`config.mk`:
```
export PLATFORM = sky130hd
export DESIGN_NAME = phy_rcv_deframer
export DESIGN_NICKNAME = d
export VERILOG_FILES = /design/src/rtl/phy_rcv_deframer.sv
export SDC_FILE = /design/constraint.sdc
export NUM_CORES = 1
export LEC_CHECK = 0
export ABC_AREA = 1
export CORE_MARGIN = 1.5
export CORE_UTILIZATION = 48
export CTS_BUF_LIST = sky130_fd_sc_hd__clkbuf_8
export CTS_CLUSTER_DIAMETER = 80
export DETAILED_ROUTE_END_ITERATION = 10
export PLACE_DENSITY = 0.75
export SLEW_MARGIN = 20
export SYNTH_ARGS = -nofsm -noshare
export SYNTH_HDL_FRONTEND = slang
export SYNTH_SLANG_ARGS = --single-unit
export TNS_END_PERCENT = 50
```
`constraint.sdc`:
```
create_clock -name clk_phy -period 1.5 [get_ports clk_phy]
set_input_delay 0.15 -clock clk_phy [delete_from_list [all_inputs] [get_ports clk_phy]]
set_output_delay 0.15 -clock clk_phy [all_outputs]
set_load 0.03 [all_outputs]
```
`src/rtl/phy_rcv_deframer.sv`:
```
// Receive deframer: strips preamble/SFD from the PHY nibble stream, rebuilds bytes, reports per-frame length/status.
// Optional CRC-32 frame check is compiled in with `define PHY_RCV_CRC_CHECK_EN.
module phy_rcv_deframer #(
  parameter int MIN_LEN = 64,
  parameter int MAX_LEN = 2047,
  parameter int PRE_MIN = 7
) (
  input  logic        clk_phy,
  input  logic        reset_n,
  input  logic [3:0]  phy_data_in,
  input  logic        phy_rx_dv,
  output logic [7:0]  r_data_out,
  output logic        r_data_valid,
  output logic [23:0] r_ctrl_out,
  output logic        r_frame_valid,
  output logic        r_frame_err
);

  localparam logic [2:0] ST_IDLE = 3'd0;
  localparam logic [2:0] ST_PRE  = 3'd1;
  localparam logic [2:0] ST_DATA = 3'd2;
  localparam logic [2:0] ST_DROP = 3'd3;
  localparam logic [2:0] ST_END  = 3'd4;

  localparam logic [11:0] MIN_L = 12'(MIN_LEN);
  localparam logic [11:0] MAX_L = 12'(MAX_LEN);
  localparam logic [3:0]  PRE_L = 4'(PRE_MIN);

  logic [2:0]  state_q, state_d;
  logic [3:0]  pre_cnt_q, pre_cnt_d;
  logic        phase_q, phase_d;
  logic [3:0]  low_q, low_d;
  logic [11:0] total_q, total_d;
  logic [11:0] deliv_q, deliv_d;
  logic [7:0]  data_q, data_d;
  logic        data_vld_q, data_vld_d;
  logic [23:0] ctrl_q, ctrl_d;
  logic        frm_vld_q, frm_vld_d;
  logic        frm_err_q, frm_err_d;
  logic [7:0]  byte_w;
  logic        crc_bad;

`ifdef PHY_RCV_CRC_CHECK_EN
  logic [31:0] crc_q, crc_d;

  // Reflected CRC-32, one byte per call, LSB first.
  function automatic logic [31:0] crc_step(input logic [31:0] c, input logic [7:0] b);
    logic [31:0] r;
    r = c;
    for (int i = 0; i < 8; i++)
      r = (r[0] ^ b[i]) ? ((r >> 1) ^ 32'hEDB88320) : (r >> 1);
    return r;
  endfunction

  function automatic logic [31:0] bit_rev(input logic [31:0] v);
    logic [31:0] r;
    for (int i = 0; i < 32; i++) r[i] = v[31-i];
    return r;
  endfunction

  // Register is kept reflected, so the good-frame residue is compared bit-reversed.
  assign crc_bad = (total_q <= MAX_L) && (bit_rev(crc_q) != 32'hC704DD7B);
`else
  assign crc_bad = 1'b0;
`endif

  assign byte_w = {phy_data_in, low_q};

  always_comb begin
    state_d    = state_q;
    pre_cnt_d  = pre_cnt_q;
    phase_d    = phase_q;
    low_d      = low_q;
    total_d    = total_q;
    deliv_d    = deliv_q;
    data_d     = data_q;
    data_vld_d = 1'b0;
    ctrl_d     = ctrl_q;
    frm_vld_d  = 1'b0;
    frm_err_d  = frm_err_q;
`ifdef PHY_RCV_CRC_CHECK_EN
    crc_d      = crc_q;
`endif
    case (state_q)
      ST_IDLE: begin
        total_d   = 12'd0;
        deliv_d   = 12'd0;
        phase_d   = 1'b0;
        pre_cnt_d = 4'd0;
`ifdef PHY_RCV_CRC_CHECK_EN
        crc_d     = 32'hFFFFFFFF;
`endif
        if (phy_rx_dv) begin
          if (phy_data_in == 4'h5) begin
            state_d   = ST_PRE;
            pre_cnt_d = 4'd1;
          end else begin
            state_d = ST_DROP;
          end
        end
      end
      ST_PRE: begin
        if (!phy_rx_dv) begin
          state_d   = ST_END;
          frm_vld_d = 1'b1;
          frm_err_d = 1'b1;
          ctrl_d    = 24'h000000;
        end else if (phy_data_in == 4'h5) begin
          if (pre_cnt_q != 4'hF) pre_cnt_d = pre_cnt_q + 4'd1;
        end else if (phy_data_in == 4'hD && pre_cnt_q >= PRE_L) begin
          state_d = ST_DATA;
          phase_d = 1'b0;
        end else begin
          state_d = ST_DROP;
        end
      end
      ST_DATA: begin
        if (!phy_rx_dv) begin
          // A dangling low nibble (phase still 1) is simply never assembled.
          state_d   = ST_END;
          frm_vld_d = 1'b1;
          ctrl_d    = {total_q, deliv_q};
          frm_err_d = (total_q < MIN_L) || (total_q > MAX_L) || phase_q || crc_bad;
        end else if (!phase_q) begin
          low_d   = phy_data_in;
          phase_d = 1'b1;
        end else begin
          phase_d = 1'b0;
          total_d = (total_q == 12'hFFF) ? total_q : total_q + 12'd1;
          if (deliv_q < MAX_L) begin
            data_d     = byte_w;
            data_vld_d = 1'b1;
            deliv_d    = deliv_q + 12'd1;
`ifdef PHY_RCV_CRC_CHECK_EN
            crc_d      = crc_step(crc_q, byte_w);
`endif
          end
        end
      end
      ST_DROP: begin
        if (!phy_rx_dv) begin
          state_d   = ST_END;
          frm_vld_d = 1'b1;
          frm_err_d = 1'b1;
          ctrl_d    = 24'h000000;
        end
      end
      ST_END:  state_d = ST_IDLE;
      default: state_d = ST_IDLE;
    endcase
  end

  always_ff @(posedge clk_phy or negedge reset_n) begin
    if (!reset_n) begin
      state_q    <= ST_IDLE;
      pre_cnt_q  <= 4'd0;
      phase_q    <= 1'b0;
      low_q      <= 4'd0;
      total_q    <= 12'd0;
      deliv_q    <= 12'd0;
      data_q     <= 8'd0;
      data_vld_q <= 1'b0;
      ctrl_q     <= 24'd0;
      frm_vld_q  <= 1'b0;
      frm_err_q  <= 1'b0;
`ifdef PHY_RCV_CRC_CHECK_EN
      crc_q      <= 32'hFFFFFFFF;
`endif
    end else begin
      state_q    <= state_d;
      pre_cnt_q  <= pre_cnt_d;
      phase_q    <= phase_d;
      low_q      <= low_d;
      total_q    <= total_d;
      deliv_q    <= deliv_d;
      data_q     <= data_d;
      data_vld_q <= data_vld_d;
      ctrl_q     <= ctrl_d;
      frm_vld_q  <= frm_vld_d;
      frm_err_q  <= frm_err_d;
`ifdef PHY_RCV_CRC_CHECK_EN
      crc_q      <= crc_d;
`endif
    end
  end

  assign r_data_out    = data_q;
  assign r_data_valid  = data_vld_q;
  assign r_ctrl_out    = ctrl_q;
  assign r_frame_valid = frm_vld_q;
  assign r_frame_err   = frm_err_q;

endmodule

```
==> After elaboration in Yosys (flattened, before gate mapping) <==
Index checks and enable logic that the tools add are counted.
{ "word_totals": {"regBits": 71, "word_cells": 98, "out_inout_bits": 35, "in_bits": 7} }
{ "classes": {"order_cmp": 4, "muxes": 39, "eq_ne": 21, "bitwise_logic": 1, "n_reduce_logical": 19, "add_sub_neg": 3} }
{ "ops": {"columns": ["operator", "count"], "rows": [
  ["$mux W12", 6],
  ["$mux W24", 2],
  ["$pmux W12 S2", 2],
  ["$pmux W24 S2", 1],
  ["$ne A2 B2 Y1 const B", 13],
  ["$add A12 B1 Y12 const B", 2],
  ["$mux W1", 16],
  ["$reduce_and A4 Y1", 4],
  ["$eq A12 B12 Y1 const B", 1],
  ["$gt A12 B11 Y1 const B", 1],
  ["$lt A12 B11 Y1 const B", 1],
  ["$lt A12 B7 Y1 const B", 1],
  ["$mux W3", 4],
  ["$mux W4", 3],
  ["$pmux W3 S3", 1],
  ["$reduce_and A3 Y1", 3],
  ["$pmux W4 S2", 1],
  ["$eq A3 B2 Y1 const B", 2],
  ["$reduce_bool A2 Y1", 3],
  ["$reduce_and A5 Y1", 1],
  ["$add A4 B1 Y4 const B", 1],
  ["$eq A4 B3 Y1 const B", 1],
  ["$eq A4 B4 Y1 const B", 1],
  ["$ge A4 B3 Y1 const B", 1],
  ["13 further kinds", 15]
]} }

==> Logic depth before layout (Yosys ltp) <==
{ "logic_depth": {"ltp_word": 6, "mapped_depth": 10, "depth_no_buf": 9} }

==> Least setup slack after synthesis <==
No wires, ideal clock.
{ "synth_path": {"path_type": "register to register", "from": "reg total_q[0]", "to": "reg total_q[0]", "setup_ps": 121, "t_required_ps": 1379, "synth_period_minus_slack_ps": 1448, "slack_ps": 52, "path_buffers": 1, "path_stages_with_launch": 8, "arrival_ps": 1327, "cell_sequence": "dfrtp_1 > ha_1 > nand2_1 > nor2_1 > nand2_2 > o21ai_4 > buf_6 > o21ai_1"} }
{ "synth_via": {"elab_chain_len": 5, "elab_cells_between_ends": 8, "classes_between": "add/sub: 1; eq/ne: 2; mux: 4; reduce/logical: 1"} }
{ "synth_rtl": {"columns": ["item", "line_no", "source"], "rows": [
  ["start: declaration", "33", "logic [11:0] total_q, total_d;"],
  ["start signal: assignment", "174", "total_q <= total_d;"],
  ["$add A12 B1 Y12", "129", "total_d = (total_q == 12'hFFF) ? total_q : total_q + 12'd1;"],
  ["$mux W12", "129", null],
  ["$mux W12", "124", "end else if (!phase_q) begin"],
  ["$mux W12", "118", "if (!phy_rx_dv) begin"],
  ["$pmux W12 S2", "84", "case (state_q)"]
]} }
Several ways; a longest one is shown, not always the timed one. The select of a mux whose other input is x is not followed.
A chain may end at the register's enable or synchronous reset.

==> Worst setup path after layout <==
{ "layout_path": {"from": "reg deliv_q[0]", "to": "reg data_q[3] (netlist: r_data_out[3])"} }
{ "layout_via": {"elab_chain_len": 2} }
{ "layout_rtl": {"columns": ["item", "line_no", "source"], "rows": [
  ["start: declaration", "34", "logic [11:0] deliv_q, deliv_d;"],
  ["start signal: assignment", "175", "deliv_q <= deliv_d;"],
  ["$lt A12 B11 Y1", "130", "if (deliv_q < MAX_L) begin"],
  ["$reduce_and A4 Y1 (no source line)", null, null],
  ["end signal: assignment", "176", "data_q <= data_d;"],
  ["end: declaration", "35", "logic [7:0] data_q, data_d;"]
]} }
Every way passes these cells.

==> metrics.md <==
| Metric | Value |
|---|---|
| Outcome | `finished, final reports clean` |
| Mapped cell area | `~3500 sq um` |
| Clock Path Buffers | `2` |
| Post-route clock period utilization | `97.5%` |
| CP Cell Sequence | `ha_2 > nand2_2 > nor2_4 > nand3_4 > nand3_2 > buf_6 > inv_1 > nand2_1 > nand2_1` |
| Worst Path Class, Setup | `reg -> reg` |
| Overall power | `between 6 and 7 mW` |
| Worst Setup Start Kind | `flop` |
| Port bufs | `41` |
| DP HPWL | `5.87 mm` |
| Slowest stage delay, CP | `around 370 ps` |
| VDD IR-drop max | `between 0.6 and 0.7 mV` |
| Via Count | `around 3.3k` |
| Worst EP arrival | `1720 ps` |
| Final non-filler cell total | `around 630` |
| Total die area | `between 7000 and 8000 sq um` |
| Max Cap Viol | `0` |
| Syn nets | `about 450` |
| Worst-Skew Late Latency | `around 360 ps` |
| # setup viols final | `0` |
| CP Max Fanout | `7` |
| Largest net degree at the start of global routing | `between 50 and 60` |
| Area share of the largest cell type after synthesis | `between 50% and 60%` |
| Number of DRC markers in iteration 0 | `170` |
| Nets | `between 500 and 600` |
| WL/cell | `between 10 and 15 um` |
| Routability cong. | `0.887` |
| Core area | `~6900 sq um` |
| Slew @ Worst Pin | `318 ps` |
| N_diodes | `0` |
| Remaining antenna violation count | `0` |
| CP Capture Type | `flop` |
| Synth Instances | `442` |
| Crit-path slowest cell | `dfrtp_1` |
| R2R setup slack | `roughly 38 ps` |
| Area Growth Syn to Fin | `31.8%` |
| Final WL | `roughly 8.5 mm` |
| Die width | `88.5 um` |
| Share of cells above drive strength 1 | `between 10% and 20%` |
| CTS tree | `built` |
| Clk sink count | `71` |
| Sequential cell area | `roughly 1800 sq um` |
| Reg clk slew, reported paths | `approximately 80 ps` |
| Lkg Pwr | `2.39 nW` |
| Synth Register Bits | `71` |
| Syn_area_per_cell | `approximately 8 sq um` |
| Post-synth cell types | `28` |
| First-pass GRT wire length | `14.0 mm` |
| IO Pins | `42` |
| Top cell by count, worst path | `nand2_1` |
| Max Clock Freq | `between 600 and 700 MHz` |
| Placed cells | `605` |
| Vias in the first global route | `around 3.2k` |
| HP Class | `in -> async` |
| Skew final | `around 8.6 ps` |
| RSZ-0062 raised after global routing | `true` |
| # DRC | `0` |
| Min Tclk post-route | `between 1000 and 1500 ps` |
| Antenna violations before repair | `0` |
| Cell taking the most area after synthesis | `dfrtp_1` |
| Power Density | `1470 nW/um^2` |
| Pins Over Slew Limit | `0` |
| Initial Util | `between 50% and 60%` |
| FP Rows | `30` |
| CTS root buffer | `clkbuf_8` |
| CTS Buf Count | `9` |
| GR Util All Layers | `between 20 and 25%` |
| Register area share after synthesis | `between 50% and 60%` |
| Vias/cell | `5.22` |
| Req. time, crit path | `about 1800 ps` |
| Top cells by area, synth | `dfrtp_1, nand2_1, nand3_1` |
| Ys Warns | `0` |
| Final-report hold violation count | `0` |
| GRT overflow | `0` |
| Multi-input gate area | `approximately 1600 sq um` |
| Die Height | `a little under 90 um` |
| Slew HR | `78.9%` |
| H-Tree Depth | `3` |
| DR pass1 iterations | `4` |
| # fillers | `between 500 and 600` |
-- registers in the layout (all words and copies together) (netlist names) --
signal / cells
r_ctrl_out: 24
total_q: 12
pre_cnt_q: 4
state_q: 3
r_frame_err: 1
phase_q: 1
r_data_valid: 1
low_q: 4
r_data_out: 8
deliv_q: 12
r_frame_valid: 1
-- layout make-up --
| type | count | share of cell area, % |
|---|---|---|
| Clock buffer | 9 | 2.68 |
| Clock inverter | 7 | 2.11 |
| Inverter | 31 | 2.63 |
| Multi-Input combinational cell | 326 | 35.3 |
| Sequential cell | 71 | 38.5 |
| Tap cell | 96 | 2.60 |
| Timing Repair Buffer | 89 | 16.2 |
-- stage by stage --
step                      cell area (sq um)  hold slack, ps  setup WS, ps  setup TNS (ps)  util [%]
after global routing                   4620             361          -122            -516      66.5
final                                  4620             323          37.9               0      66.5
after CTS                              4500             330         -8.93           -8.93      64.7
after floorplan                        3510            -146          52.4               0         -
after detailed placement               4270             179          -184           -3380      61.5
after global placement                 4270             183         -85.1           -1580      61.5
-- where the power goes --
group          total, mW  switching, mW  leakage [nW]  internal, mW
clock               1.70          0.759         0.105         0.937
sequential          2.36          0.176         0.967          2.19
combinational       2.72           1.74          1.32         0.978
total               6.77           2.67          2.39          4.10
-- kinds of logic after synthesis --
logic type / count (synthesis) / share of synthesized area [%]
AND/OR/NAND/NOR: 267 / 33.6
flip-flops: 71 / 50.7
AO/OA/AOI/OAI: 50 / 7.60
buffers and inverters: 45 / 5.53
XOR/XNOR: 6 / 1.50
adder cells (fa/ha/maj): 3 / 1.07
-- synth_stat cells (all sizes together) --
library cell,instances
a21oi,8
a31oi,1
buf,6
clkbuf,8
dfrtp,71
ha,3
inv,31
nand2,149
nand3,57
nand4,9
nor2,43
nor3,7
nor3b,1
o21ai,41
or2,1
xor2,6
-- final timing paths --
kind | from | end | cells after the start
worst max-delay path | deliv_q[0] | r_data_out[3] | 9
worst min-delay path | reset_n | r_frame_valid | 3
worst max register to register | deliv_q[0] | r_data_out[3] | 9
worst min register to register | low_q[2] | r_data_out[2] | 2
max in group asynchronous | reset_n | r_ctrl_out[12] | 3
min in group clk_phy | phy_data_in[1] | r_data_out[5] | 3
-- critical path: cells and delay by family, from the launching register on --
family / cells / cell delay (ps)
fa+ha+maj: 1 / 200
simple gates: 6 / 570
flops: 1 / 370
buf+inv: 2 / 210
-- routing by layer --
metal	track usage, %	share of wire [%]
met2	38.0	49
met5	0	0
met3	3.92	5.5
met4	10.9	2.2
met1	30.1	43
-- placed cells by master, fill, tap and decap left out, types with 3 or more instances in the layout --
cell type	count
nand2_1	136
dfrtp_1	71
nand3_1	55
buf_4	43
dlygate4sd2_1	35
nor2_1	33
o21ai_0	31
inv_1	29
nand2_2	9
nand4_1	9
clkbuf_8	9
a21oi_1	7
nor2_4	6
o21ai_1	6
nor3_1	6
xor2_1	6
clkdlybuf4s50_1	5
nor2_2	4
nand2_4	3
o21ai_2	3
-- what timing repair did --
| item | in CTS | in global routing |
|---|---|---|
| setup endpoints to repair | 52 | 50 |
| hold endpoints to repair | 71 | 0 |
| gates cloned | 0 | 1 |
| hold buffers | 1 | 0 |
| resized for setup | 37 | 23 |
| pin swaps | 1 | 7 |
| buffers inserted | 2 | 6 |
No activity file was read; power rests on OpenSTA's default activity.
